$ cat src/rtl/tdm_demux4.sv
// ---------------------------------------------------------------------------
// tdm_demux4
//
// Receive-side time-division demultiplexer. A shared serial line carries
// frames of four WIDTH-bit slots; the first slot of each frame is flagged by
// `sync`. The block locks onto the frame structure, collects slots 0..2 in
// shadow registers and, when slot 3 arrives, moves the whole frame to the four
// output registers on a single edge so consumers never see a partial update.
//
// Optional feature macro: TDM_DEMUX_PARITY_EN
//   When defined, each beat carries an even-parity bit (din_par). A frame
//   containing any bad beat is dropped at slot 3 and par_err pulses instead of
//   frame_valid. When undefined, din_par/par_err do not exist and every
//   complete frame is delivered.
//
// Ports:
//   clk          in   rising-edge clock
//   rst          in   synchronous reset, active-high
//   din          in   slot data (WIDTH)
//   din_valid    in   beat qualifier; din/sync/din_par sampled only when high
//   sync         in   current beat is slot 0 of a frame
//   din_par      in   even parity over din (parity build only)
//   out0..out3   out  channel data from slots 0..3 of the last good frame
//   frame_valid  out  one-cycle pulse: out0..out3 just updated
//   slot         out  index of the next slot expected
//   locked       out  high while receiving framed data
//   sync_err     out  one-cycle pulse: framing error detected
//   par_err      out  one-cycle pulse: frame dropped for parity (parity build)
// ---------------------------------------------------------------------------
module tdm_demux4 #(
    parameter int WIDTH = 4
) (
    input  logic             clk,
    input  logic             rst,
    input  logic [WIDTH-1:0] din,
    input  logic             din_valid,
    input  logic             sync,
`ifdef TDM_DEMUX_PARITY_EN
    input  logic             din_par,
    output logic             par_err,
`endif
    output logic [WIDTH-1:0] out0,
    output logic [WIDTH-1:0] out1,
    output logic [WIDTH-1:0] out2,
    output logic [WIDTH-1:0] out3,
    output logic             frame_valid,
    output logic [1:0]       slot,
    output logic             locked,
    output logic             sync_err
);

    localparam logic [0:0] StateHunt = 1'b0;
    localparam logic [0:0] StateRecv = 1'b1;

    logic [0:0]       state_q, state_d;
    logic [1:0]       slot_q, slot_d;
    logic [WIDTH-1:0] shadow0_q, shadow0_d;
    logic [WIDTH-1:0] shadow1_q, shadow1_d;
    logic [WIDTH-1:0] shadow2_q, shadow2_d;
    logic [WIDTH-1:0] out0_q, out0_d;
    logic [WIDTH-1:0] out1_q, out1_d;
    logic [WIDTH-1:0] out2_q, out2_d;
    logic [WIDTH-1:0] out3_q, out3_d;
    logic             frameValid_q, frameValid_d;
    logic             syncErr_q, syncErr_d;
    logic             frameDone;

`ifdef TDM_DEMUX_PARITY_EN
    logic             bad_q, bad_d;
    logic             parErr_q, parErr_d;
    logic             beatBad;

    // Even parity: data bits plus parity bit must XOR to zero.
    assign beatBad = ^{din, din_par};
`endif

    // Frame tracking. Nothing moves unless a beat is accepted, so gaps anywhere
    // in a frame simply stall the slot counter. The slot-3 beat bypasses the
    // shadow registers and lands directly in out3 together with the shadows,
    // which is what makes the output update atomic.
    always_comb begin
        state_d      = state_q;
        slot_d       = slot_q;
        shadow0_d    = shadow0_q;
        shadow1_d    = shadow1_q;
        shadow2_d    = shadow2_q;
        syncErr_d    = 1'b0;
        frameDone    = 1'b0;
`ifdef TDM_DEMUX_PARITY_EN
        bad_d        = bad_q;
`endif
        if (din_valid) begin
            if (state_q == StateHunt) begin
                if (sync) begin
                    shadow0_d = din;
                    slot_d    = 2'd1;
                    state_d   = StateRecv;
`ifdef TDM_DEMUX_PARITY_EN
                    bad_d     = beatBad;
`endif
                end
            end else begin
                if (sync) begin
                    // A sync mid-frame abandons the partial frame and restarts
                    // on this beat rather than dropping lock.
                    if (slot_q != 2'd0) begin
                        syncErr_d = 1'b1;
                    end
                    shadow0_d = din;
                    slot_d    = 2'd1;
`ifdef TDM_DEMUX_PARITY_EN
                    bad_d     = beatBad;
`endif
                end else if (slot_q == 2'd0) begin
                    // Expected a sync and did not get one: framing is lost.
                    syncErr_d = 1'b1;
                    state_d   = StateHunt;
                    slot_d    = 2'd0;
                end else begin
                    slot_d = slot_q + 2'd1;
`ifdef TDM_DEMUX_PARITY_EN
                    if (beatBad) begin
                        bad_d = 1'b1;
                    end
`endif
                    case (slot_q)
                        2'd1:    shadow1_d = din;
                        2'd2:    shadow2_d = din;
                        default: frameDone = 1'b1;
                    endcase
                end
            end
        end
    end

    // Output stage: either the whole frame is published or nothing changes.
    always_comb begin
        out0_d       = out0_q;
        out1_d       = out1_q;
        out2_d       = out2_q;
        out3_d       = out3_q;
        frameValid_d = 1'b0;
`ifdef TDM_DEMUX_PARITY_EN
        parErr_d     = 1'b0;
        if (frameDone) begin
            if (bad_q || beatBad) begin
                parErr_d = 1'b1;
            end else begin
                out0_d       = shadow0_q;
                out1_d       = shadow1_q;
                out2_d       = shadow2_q;
                out3_d       = din;
                frameValid_d = 1'b1;
            end
        end
`else
        if (frameDone) begin
            out0_d       = shadow0_q;
            out1_d       = shadow1_q;
            out2_d       = shadow2_q;
            out3_d       = din;
            frameValid_d = 1'b1;
        end
`endif
    end

    // State registers; reset wins over any beat on the same edge.
    always_ff @(posedge clk) begin
        if (rst) begin
            state_q      <= StateHunt;
            slot_q       <= 2'd0;
            shadow0_q    <= '0;
            shadow1_q    <= '0;
            shadow2_q    <= '0;
            out0_q       <= '0;
            out1_q       <= '0;
            out2_q       <= '0;
            out3_q       <= '0;
            frameValid_q <= 1'b0;
            syncErr_q    <= 1'b0;
`ifdef TDM_DEMUX_PARITY_EN
            bad_q        <= 1'b0;
            parErr_q     <= 1'b0;
`endif
        end else begin
            state_q      <= state_d;
            slot_q       <= slot_d;
            shadow0_q    <= shadow0_d;
            shadow1_q    <= shadow1_d;
            shadow2_q    <= shadow2_d;
            out0_q       <= out0_d;
            out1_q       <= out1_d;
            out2_q       <= out2_d;
            out3_q       <= out3_d;
            frameValid_q <= frameValid_d;
            syncErr_q    <= syncErr_d;
`ifdef TDM_DEMUX_PARITY_EN
            bad_q        <= bad_d;
            parErr_q     <= parErr_d;
`endif
        end
    end

    assign out0        = out0_q;
    assign out1        = out1_q;
    assign out2        = out2_q;
    assign out3        = out3_q;
    assign frame_valid = frameValid_q;
    assign slot        = slot_q;
    assign locked      = (state_q == StateRecv);
    assign sync_err    = syncErr_q;
`ifdef TDM_DEMUX_PARITY_EN
    assign par_err     = parErr_q;
`endif

endmodule

$ cat config.mk
export PLATFORM = sky130hd
export DESIGN_NAME = tdm_demux4
export DESIGN_NICKNAME = d
export VERILOG_FILES = /design/src/rtl/tdm_demux4.sv
export SDC_FILE = /design/constraint.sdc
export NUM_CORES = 1
export LEC_CHECK = 0
export BUFFER_PORTS_ARGS = -buffer_cell sky130_fd_sc_hd__buf_4
export CAP_MARGIN = 20
export CORE_MARGIN = 1.5
export CORE_UTILIZATION = 42
export DETAILED_ROUTE_END_ITERATION = 6
export PLACE_DENSITY_LB_ADDON = 0.25
export SETUP_SLACK_MARGIN = 0.2
export SYNTH_ARGS = -nofsm -noshare
export SYNTH_HDL_FRONTEND = slang
export SYNTH_SLANG_ARGS = --single-unit
$ cat constraint.sdc
create_clock -name clk -period 1.75 [get_ports clk]
set_input_delay 0.0875 -clock clk [delete_from_list [all_inputs] [get_ports clk]]
set_output_delay 0.0875 -clock clk [all_outputs]
set_load 0.01 [all_outputs]
# Yosys cells after proc, flatten, opt, wreduce, memory -nomap -nowiden
# Cells that the tools add are included.
dict set report word_totals {
  regBits 33
  latchBits 0
  ramBits 0
  rom_bits 0
  inputBits 8
  output_inout_bits 21
  word_cells 44
  n_memories 0
}
dict set report op_classes {
  n_addsub 1
  multipliers 0
  n_div 0
  n_lt_le_gt_ge 0
  n_eq_ne 2
  n_shift 0
  muxes 17
  bitwise 4
  reduce_logical 9
}
# op n
set op_table {}
lappend op_table {{$mux 1} 13}
lappend op_table {{$reduce_and 5->1} 2}
lappend op_table {{$mux 2} 4}
lappend op_table {{$not 1->1} 4}
lappend op_table {{$reduce_and 2->1} 2}
lappend op_table {{$reduce_bool 2->1} 2}
lappend op_table {{$reduce_or 3->1} 1}
lappend op_table {{$add 2x1->2 const B} 1}
lappend op_table {{$eq 2x1->1 const B} 1}
lappend op_table {{$eq 2x2->1 const B} 1}
lappend op_table {{$logic_not 2->1} 1}
lappend op_table {{$reduce_or 2->1} 1}

# Logic depth before layout (Yosys ltp)
# Gate-level depths: netlist of run 1.
dict set report depth {
  ltp_word 8
  depth_mapped 7
  ltp_nobuf 6
}

# Worst setup path after synthesis of run 1
# OpenSTA, ideal clock, no wires.
dict set report synth_timing {
  kind {register to register}
  startpoint {register slot_q[0] (netlist: slot[0])}
  endpoint {register shadow1_q[1]}
  setup_time_ns 0.072
  t_arrival_ns 1.414
  t_required_ns 1.678
  slack_ns 0.264
  stages_incl_launch_ff 8
  path_buffers 1
  period_less_slack_ns 1.486
  path_cell_list {dfxtp_1 -> inv_1 -> ha_1 -> inv_1 -> ha_1 -> and4_1 -> clkbuf_2 -> mux2i_1}
}
dict set report synth_via {
  elab_chain_cells 3
  elab_cells_between_ends 4
  cone_classes {1 x eq/ne; 1 x bitwise; 2 x reduce/logical}
}
# item line
set synth_lines {}
lappend synth_lines {{from (decl)} 56} ;# logic [1:0] slot_q, slot_d;
lappend synth_lines {{from (signal assigned)} 187} ;# slot_q <= slot_d;
lappend synth_lines {{$logic_not 2->1} 114} ;# end else if (slot_q == 2'd0) begin
lappend synth_lines {{$not 1->1 (no source line)} --}
lappend synth_lines {{$reduce_and 5->1 (no source line) *} --}
lappend synth_lines {{to (signal assigned)} 189} ;# shadow1_q <= shadow1_d;
lappend synth_lines {{to (decl)} 58} ;# logic [WIDTH-1:0] shadow1_q, shadow1_d;
# Mark *: on every way between the ends. The rest lies on a longest branch, timed or not.
# A chain may end at the register's enable or synchronous reset.

# Worst setup path in the final report of run 1
dict set report layout_timing {
  startpoint {register slot_q[1] (netlist: slot[1])}
  endpoint {register shadow1_q[1]}
}
# Same word-level chain as after synthesis.

==> flow_summary_export.csv, run 1 <==
group,metric,value,unit
yosys,syn_area,1479,sq um
global_route,grt_usage,0.1479,
global_route,grt_max_degree,43,
routing,wirelength,2647,um
yosys,yosysSeqAreaShare,0.4467,
routing,wl_per_cell,12.49,um
worst_setup_path,cp_max_fo,6,
power,p_per_area,819.5,nW/um^2
yosys,netlist.area_leader.share,0.4467,
timing,final.setup_skew,0.006904,ns
worst_setup_path,r2r-end,"shadow1_q[1]",
cts,cts_sinks,33,
power,power_frac_seq,0.528,
placement,dp_hpwl,1847,um
floorplan,core_area,3363,sq um
worst_setup_path,endpoint_kind,"flip-flop",
timing,relSlewSlack,0.7622,
routing,via_count,1019,
timing,timing.fmax,692.4,MHz
power,ir_drop,0.6227,mV
cts,tritoncts,"done",
power,pwr-share-comb,0.067,
run_status,status,"finished clean",
cts,cts_hold_buf,0,
global_route,overflow,0,
timing,finalCriticalPeriod,1.444,ns
timing,report.final.slew_viol_count,0,
power,clkPwrFrac,0.405,
placement,port_buffers,28,
timing,tns,0,ns
routing,vias_per_cell,4.807,
worst_setup_path,cp.required,2.02,ns
timing,hold_viol,0,
power,internal_power,0.001148,W
worst_setup_path,r2r_setup_slack,0.31,ns
yosys,yosysUniqueCellTypes,25,
yosys,synth_edf_count,0,
yosys,synthFlopType,"dfxtp_1",
yosys,yosysWarnings,0,
routing,first_pass_iters,4,
floorplan,dieArea,3886,sq um
global_route,antenna_found_initial,0,
floorplan,io_pins,29,
layout,drive_gt1_frac,0.2711,
cts,cts_root_buf,"clkbuf_4",
routing,drt-initial-drc-count,22,
layout,finalNetCount,180,
worst_setup_path,path_buf_inv,2,
yosys,synth.largest_area_cell,"dfxtp_1",
placement,gp_congestion,0.7937,
placement,placed_cell_area,1674,sq um
floorplan,die_y,62.34,um
timing,whs,0.03026,ns
worst_setup_path,cp-start-kind,"flip-flop",
cts,clockBufferDepth,2,
routing,dr_wl_met3,157,um
worst_setup_path,rr_startpoint,"slot[1]",
worst_setup_path,crit_arrival,1.71,ns
global_route,grt_pass1_wl,4485,um
layout,final_cell_mix,"nand2b_1, dfxtp_1, buf_4",
cts,clkTransAtPathRegs,0.10,ns
routing,highest_layer,"met4",
yosys,syn_avg_cell_area,10.64,sq um
layout,antenna_cells,0,
floorplan,die_x,62.34,um
layout,area_growth,19.97,%
min_path,hold_path.class,"input port to flip-flop",
cts,cts_buffers,5,
power,p_leak,0.7409,nW
min_path,hp-start,"din[1]",
floorplan,row_count,21,
layout,nFillCells,346,
worst_setup_path,crit_family,"flip-flops",
worst_setup_path,r2r_cells,6,
timing,setup_ws,0.3057,ns
worst_setup_path,crit_path_max_incr_delay,0.39,ns
layout,postLayoutCellArea,1774,sq um
min_path,min_to,"shadow0_q[1]",
routing,ant_nets,0,
global_route,first_global_vias,999,
timing,finalCritPeriodShare,0.8253,
timing,rsz0062_at_grt,"false",
routing,drc,0,
worst_setup_path,critPathKind,"flip-flop to flip-flop",
power,switching_power,0.0003059,W
yosys,async_flop_share,0,
routing,wl_met2,1204,um
worst_setup_path,cpMaxStageDelayCell,"dfxtp_2",
run,maxCapViolations,0,
yosys,synth_nets,154,
yosys,synth-seq-cells,33,
timing,setup_viol,0,
yosys,synthTopCellsByArea,"dfxtp_1, mux2i_1, nand2b_1",
yosys,syn_inst,139,
min_path,hold-path-cell-count,3,
cts,ctsHtreeMaxLevel,2,
layout,final_common_cell,"nand2b_1",
power,p_sw_frac,0.2104,
placement,pre_cts_ws,0.1632,ns
timing,worst_slew_pin_slew,0.3548,ns
floorplan,start_util,0.4397,
worst_setup_path,crit_chain,"inv_1 > ha_1 > inv_1 > ha_1 > and4_4 > mux2i_1",
cts,worstSkewPairLatency,0.33,ns
routing,wl_met1,1234,um
==> worst min-delay path, stage by stage <==
cell     delay, ns
buf_4         0.11
nand3_1       0.07
a21oi_1       0.05
==> final cells by class <==
cell class,instances,area [sq um],share of cell area
multi-input cells,90,724.4,0.4083
flip-flops and latches,33,663.1,0.3738
repair buffers,30,225.2,0.1269
well taps,46,57.56,0.03244
clock buffers,7,55.05,0.03103
clock inverters,1,30.03,0.01693
inverters,5,18.77,0.01058
==> routing by layer <==
layer  global-route usage  vias to the layer above
met5                    0                        -
met4              0.05833                        0
met3              0.05978                        5
met2               0.2405                       23
met1               0.1745                      470
li1                     -                      521
==> timing repair <==
| item | CTS | global route |
|---|---|---|
| endpoints found under the hold margin | 0 | 0 |
| setup buffers | 0 | 1 |
| resized for setup | 2 | 3 |
| setup endpoints to repair | 4 | 8 |
| pin swaps | 0 | 0 |
==> worst max-delay path by stage <==
stage / to / from / cells past startpoint
2_1_floorplan: shadow1_q[1] / slot[0] / 7
4_1_cts: shadow1_q[1] / slot[0] / 6
5_1_grt: shadow1_q[0] / slot[0] / 6
6_report: shadow1_q[1] / slot[1] / 6
3_3_place_gp: shadow1_q[1] / slot[0] / 6
3_5_place_dp: shadow1_q[1] / slot[1] / 6
==> cell families (layout without fill, tap and decap cells) <==
| kind of cell | after synthesis | after routing | share of synthesized area |
|---|---|---|---|
| DFF | 33 | 33 | 0.4467 |
| and+or+nand+nor | 46 | 46 | 0.1997 |
| adders and majority gates | 7 | 7 | 0.05922 |
| AOI/OAI and AO/OA | 13 | 13 | 0.06514 |
| buffers and inverters | 16 | 43 | 0.06683 |
| muxes | 24 | 24 | 0.1624 |
==> flip-flops by register name, summed over array words and instances, names as in the netlist, 2 cells and up <==
register / flops
out0: 4
shadow1_q: 4
slot: 2
out3: 4
out1: 4
out2: 4
shadow0_q: 4
shadow2_q: 4
==> power groups by stage <==
stage          clock [W]  combinational, W  sequential, W
2_1_floorplan          0         0.0000657       0.000783
3_3_place_gp           0         0.0000903       0.000784
3_5_place_dp           0         0.0000937       0.000785
4_1_cts         0.000610         0.0000940       0.000768
5_1_grt         0.000649          0.000107       0.000770
6_report        0.000589         0.0000972       0.000768
==> Yosys cell counts, types with 2 or more instances <==
| cell | number |
|---|---|
| mux2i_1 | 24 |
| clkbuf_1 | 3 |
| dfxtp_1 | 33 |
| nand2b_1 | 32 |
| and4_1 | 2 |
| a21oi_1 | 5 |
| nor4bb_1 | 2 |
| buf_2 | 3 |
| nand3_1 | 4 |
| buf_6 | 3 |
| ha_1 | 7 |
| inv_1 | 5 |
| a21bo_2 | 4 |
==> per-stage QoR <==
| step | cells | power, W | util |
|---|---|---|---|
| after floorplan | 139 | 0.0008491 | - |
| after global placement | 203 | 0.0008748 | 0.4978 |
| after detailed placement | 203 | 0.0008790 | 0.4978 |
| after CTS | 211 | 0.001472 | 0.5238 |
| after global routing | 212 | 0.001526 | 0.5275 |
| final | 212 | 0.001454 | 0.5275 |
(Power assumes the default switching activity.)
==> inputs of run 2 (changes only) <==
- clock period: 1.75 -> 1.4 ns (I/O delays scaled with it)
==> run 2 against run 1 <==
  * Sequential share of layout area down 1.2 points
  * Clock-buffer cell count up 1
  * Cell count up 1.9%
  * Critical path depth unchanged
  * First-iteration DRC count up 82%
  * Global-route usage up 0.53 points
  * Critical endpoint is now shadow1_q[3]
  * Die area unchanged
  * Largest cell class unchanged
  * Clock skew up 0.0010 ns
==> flow_summary_export.csv, run 2 (same netlist as run 1, synthesis figures left out) <==
group,metric,value,unit
routing,via_count,1041,
layout,antenna_cells,0,
placement,port_buffers,28,
timing,report.final.slew_viol_count,0,
timing,final.setup_skew,0.007948,ns
power,p_leak,0.7607,nW
layout,area_growth,24.96,%
cts,cts_sinks,33,
worst_setup_path,cp_max_fo,4,
layout,multi_input_area,747.0,sq um
floorplan,die_x,62.34,um
floorplan,die_y,62.34,um
global_route,grt_max_degree,43,
global_route,grt_usage,0.1532,
timing,rsz0062_at_grt,"true",
floorplan,core_area,3363,sq um
worst_setup_path,endpoint_kind,"flip-flop",
worst_setup_path,critPathKind,"flip-flop to flip-flop",
timing,tns,0,ns
layout,seq_area,669.4,sq um
timing,setup_viol,0,
cts,cts_root_buf,"clkbuf_4",
routing,drc,0,
worst_setup_path,crit_chain,"inv_4 > ha_4 > inv_4 > ha_4 > and4_4 > mux2i_1",
worst_setup_path,rr_startpoint,"slot[0]",
layout,nFillCells,324,
power,ir_drop,0.4875,mV
routing,vias_per_cell,4.819,
cts,cts_hold_buf,0,
floorplan,io_pins,29,
worst_setup_path,cpMaxStageDelayCell,"dfxtp_4",
worst_setup_path,cp.required,1.67,ns
cts,clkTransAtPathRegs,0.10,ns
worst_setup_path,r2r_setup_slack,0.12,ns
global_route,overflow,0,
min_path,hp-start,"din[1]",
worst_setup_path,cp-startpoint,"slot[0]",
routing,first_pass_iters,4,
routing,wirelength,2724,um
layout,final_common_cell,"buf_4",
worst_setup_path,cp-start-kind,"flip-flop",
layout,final_cell_mix,"buf_4, nand2b_1, dfxtp_1",
timing,setup_ws,0.1208,ns
routing,drt-initial-drc-count,40,
worst_setup_path,crit_arrival,1.55,ns
global_route,antenna_found_initial,0,
cts,cts_buffers,5,
layout,drive_gt1_frac,0.3176,
run,maxCapViolations,0,
timing,relSlewSlack,0.7830,
layout,fin_util,0.5495,
timing,timing.fmax,781.7,MHz
floorplan,row_count,21,
timing,hold_viol,0,
global_route,grt_pass1_wl,4719,um
cts,worstSkewPairLatency,0.33,ns
power,p_per_area,954.0,nW/um^2
run_status,status,"finished clean",
timing,worst_slew_pin_slew,0.3255,ns
timing,finalCritPeriodShare,0.9137,
cts,tritoncts,"done",
placement,pre_cts_ws,0.02839,ns
cts,clockBufferDepth,2,
placement,gp_congestion,0.7342,
worst_setup_path,crit_path_max_incr_delay,0.39,ns
placement,dp_hpwl,1852,um
timing,finalCriticalPeriod,1.279,ns
floorplan,dieArea,3886,sq um
routing,wl_per_cell,12.61,um
min_path,hold_path.class,"input port to flip-flop",
global_route,first_global_vias,1030,
layout,finalNetCount,184,
cts,ctsHtreeMaxLevel,2,
floorplan,start_util,0.4397,
routing,ant_nets,0,
==> run 2: cell count changes in the layout (fill, tap and decap cells not counted), sizes merged <==
cell | before | now
buf | 30 | 34
bufinv | 1 | 0
clkbuf | 7 | 8
==> run 2: critical path: cells and delay by family (launching register included) <==
family / cells / cell delay, ns
flip-flops: 1 / 0.39
adder cells (fa/ha/maj): 2 / 0.28
AND/OR/NAND/NOR: 1 / 0.26
multiplexers: 1 / 0.19
buffers and inverters: 2 / 0.10
==> run 2: path summary, 6_finish.rpt <==
path              cells past startpoint      endpoint
setup / recovery                      6  shadow1_q[3]
hold / removal                        3  shadow0_q[1]
setup reg to reg                      6  shadow1_q[3]
hold reg to reg                       2       out0[3]
==> run 2: report_power, final <==
group / internal [W] / switching [W] / total, W
registers: 0.000948 / 0.0000115 / 0.000959
logic: 0.0000697 / 0.0000684 / 0.000138
clock network: 0.000355 / 0.000311 / 0.000666
total: 0.00137 / 0.000391 / 0.00176
==> run 2: area by class of cell <==
class                      count  share of cell area
clock buffer                   8             0.04333
inverter                       5             0.01422
multi-input combinational     90              0.4042
sequential                    33              0.3622
tap                           46             0.03114
timing repair buffer          34              0.1449
==> run 2: routing by layer <==
metal  part of all wire  routed length (um)  vias up  track usage
met5                  0                   0        -            0
met4              0.014                  38        0      0.08333
met3              0.037                 100        4      0.03623
met2               0.47                1270       20       0.2446
met1               0.48                1315      488       0.1913
li1                   -                   -      529            -
==> run 2: stage by stage <==
step / hold WS [ns] / total power (W) / cells / area, sq um
floorplan: 0.2307 / 0.001068 / 139 / 1523
global placement: 0.3575 / 0.001105 / 204 / 1729
detailed placement: 0.3713 / 0.001108 / 204 / 1729
CTS: 0.009035 / 0.001784 / 215 / 1837
global route: 0.009837 / 0.001841 / 216 / 1848
finish: 0.01985 / 0.001763 / 216 / 1848
==> run 2: timing repair <==
action,4_1_cts,5_1_grt
pin swaps,1,0
endpoints found under the setup margin,20,26
gates resized for setup,3,2
setup buffers,3,1
cloned,0,0
==> inputs of run 3 (changes only) <==
- ABC_AREA: not set -> 1
==> run 3 against run 2 <==
  * Power increased by 2.1%
  * Global-route usage increased by 2.9 points
  * Combinational power increased by 24%
  * Register-to-register slack about the same
  * Clock skew decreased by 0.0032 ns
  * Clock power about the same
  * Sequential share of layout area decreased by 1.8 points
  * Highest routed layer unchanged
==> flow_summary_export.csv, run 3 <==
group,metric,value,unit
run_status,status,"finished clean",
routing,drc,0,
routing,via_count,1302,
worst_setup_path,r2r_setup_slack,0.13,ns
yosys,synthTopCellsByArea,"dfxtp_1, nor2_1, nand3_1",
routing,first_pass_iters,4,
timing,finalCriticalPeriod,1.266,ns
timing,timing.fmax,789.7,MHz
timing,tns,0,ns
power,ir_drop,0.6323,mV
placement,port_buffers,28,
yosys,yosysMostFrequentCell,"nor2_1",
layout,drive_gt1_frac,0.2636,
min_path,hp-start,"din[1]",
timing,worst_slew_pin_slew,0.3465,ns
floorplan,dieArea,3755,sq um
layout,area_growth,36.75,%
worst_setup_path,critPathKind,"flip-flop to flip-flop",
cts,cts_root_buf,"clkbuf_4",
worst_setup_path,cp_max_fo,8,
placement,gp_congestion,0.8133,
yosys,yosysSeqAreaShare,0.4632,
yosys,async_flop_share,0,
global_route,first_global_vias,1140,
cts,ctsHtreeMaxLevel,2,
yosys,syn_area,1426,sq um
placement,dp_hpwl,1951,um
global_route,antenna_found_initial,0,
layout,final_common_cell,"nor2_1",
yosys,syn_inst,199,
power,p_leak,0.8432,nW
cts,tritoncts,"done",
yosys,syn_avg_cell_area,7.168,sq um
routing,ant_nets,0,
layout,nFillCells,298,
yosys,yosysWarnings,0,
timing,report.final.slew_viol_count,0,
routing,wirelength,2860,um
layout,multi_input_area,714.4,sq um
routing,wl_per_cell,10.11,um
floorplan,io_pins,29,
floorplan,die_y,61.28,um
yosys,synth.largest_area_cell,"dfxtp_1",
routing,vias_per_cell,4.601,
layout,postLayoutCellArea,1951,sq um
global_route,overflow,0,
power,fin_total_pwr,0.001801,W
floorplan,start_util,0.4560,
layout,seq_area,671.9,sq um
floorplan,core_area,3128,sq um
yosys,synth-seq-cells,33,
placement,pre_cts_ws,0.1122,ns
worst_setup_path,endpoint_kind,"flip-flop",
worst_setup_path,rr_startpoint,"slot[0]",
min_path,hold_path.class,"input port to flip-flop",
worst_setup_path,crit_arrival,1.50,ns
cts,clockBufferDepth,2,
timing,relSlewSlack,0.7684,
global_route,grt_usage,0.1817,
yosys,synth_nets,214,
timing,final.setup_skew,0.004792,ns
layout,final_cell_mix,"nor2_1, buf_4, nand2_1, dfxtp_1, nand3_1",
global_route,grt_max_degree,31,
yosys,synthFlopType,"dfxtp_1",
timing,rsz0062_at_grt,"true",
worst_setup_path,cp-startpoint,"slot[0]",
timing,hold_viol,0,
timing,whs,0.03081,ns
yosys,netlist.area_leader.share,0.4632,
timing,setup_ws,0.1338,ns
worst_setup_path,cp-start-kind,"flip-flop",
worst_setup_path,cp.required,1.63,ns
layout,finalNetCount,253,
timing,finalCritPeriodShare,0.9044,
yosys,ys_top_cells_by_count,"nor2_1, dfxtp_1, nand2_1",
timing,setup_viol,0,
cts,worstSkewPairLatency,0.33,ns
layout,antenna_cells,0,
global_route,grt_pass1_wl,4871,um
yosys,synth_edf_count,0,
run,maxCapViolations,0,
routing,drt-initial-drc-count,32,
floorplan,die_x,61.28,um
cts,cts_buffers,5,
floorplan,row_count,20,
yosys,yosysUniqueCellTypes,17,
cts,clkTransAtPathRegs,0.10,ns
cts,cts_sinks,33,
power,p_per_area,923.2,nW/um^2
placement,placed_cell_area,1753,sq um
==> run 3: changes by cell type after synthesis, moves of 3 or more <==
| cell | delta |
|---|---|
| nor2_1 | +50 |
| nand2b_1 | -32 |
| nand2_1 | +29 |
| mux2i_1 | -24 |
| nand3_1 | +24 |
| inv_1 | +20 |
| a21bo_2 | -4 |
| o21ai_0 | +4 |
| buf_6 | -3 |
==> run 3: worst paths after layout <==
check,endpoint,depth (start not counted)
max,shadow1_q[0],9
min reg2reg,shadow0_q[0],2
min,shadow0_q[1],3
max reg2reg,shadow1_q[0],9
==> run 3: metal layers <==
layer,global-route usage,vias up,routed length [um]
met3,0.04622,10,127
met4,0.1273,0,76
met2,0.2660,27,1242
met1,0.2328,570,1414
met5,0,-,0
li1,-,695,-
==> run 3: cell type report <==
| cell class | count | area share |
|---|---|---|
| well taps | 44 | 0.02822 |
| inverters | 25 | 0.05067 |
| repair buffers | 40 | 0.1693 |
| clock buffers | 8 | 0.04105 |
| multi-input cells | 133 | 0.3663 |
| flip-flops and latches | 33 | 0.3445 |
==> run 3: repair_timing <==
action | in CTS | in global routing
hold endpoints to repair | 3 | 0
setup endpoints to repair | 24 | 17
setup buffers | 7 | 0
resized for setup | 3 | 2
cloned | 0 | 0
hold buffers | 2 | 0
pin swaps | 4 | 0
==> run 3: cell families (layout without fill, tap and decap cells) <==
family                   count (synthesis)  in the layout  synth area share
AO/OA/AOI/OAI                           11             11           0.03859
adder cells (fa/ha/maj)                  7              7           0.06140
buffers and inverters                   33             73           0.09385
flip-flops                              33             33            0.4632
AND/OR/NAND/NOR                        115            115            0.3430
==> run 3: where the power goes <==
part / internal (W) / switching (W) / leakage, nW
Combinational: 0.0000748 / 0.0000960 / 0.530
Sequential: 0.000950 / 0.0000128 / 0.269
Clock: 0.000355 / 0.000313 / 0.0437
==> run 3: per-stage QoR <==
| stage | utilization | instances |
|---|---|---|
| floorplan | - | 199 |
| global placement | 0.5604 | 266 |
| detailed placement | 0.5604 | 266 |
| CTS | 0.6228 | 283 |
| global route | 0.6236 | 283 |
| finish | 0.6236 | 283 |
==> run 3: critical path, stage by stage, from the launching register on <==
cell	delay, ns
dfxtp_4	0.39
inv_4	0.05
ha_4	0.15
inv_2	0.05
ha_4	0.14
inv_2	0.04
nor2_4	0.15
nand3_1	0.10
nand2_1	0.06
nor2_1	0.04
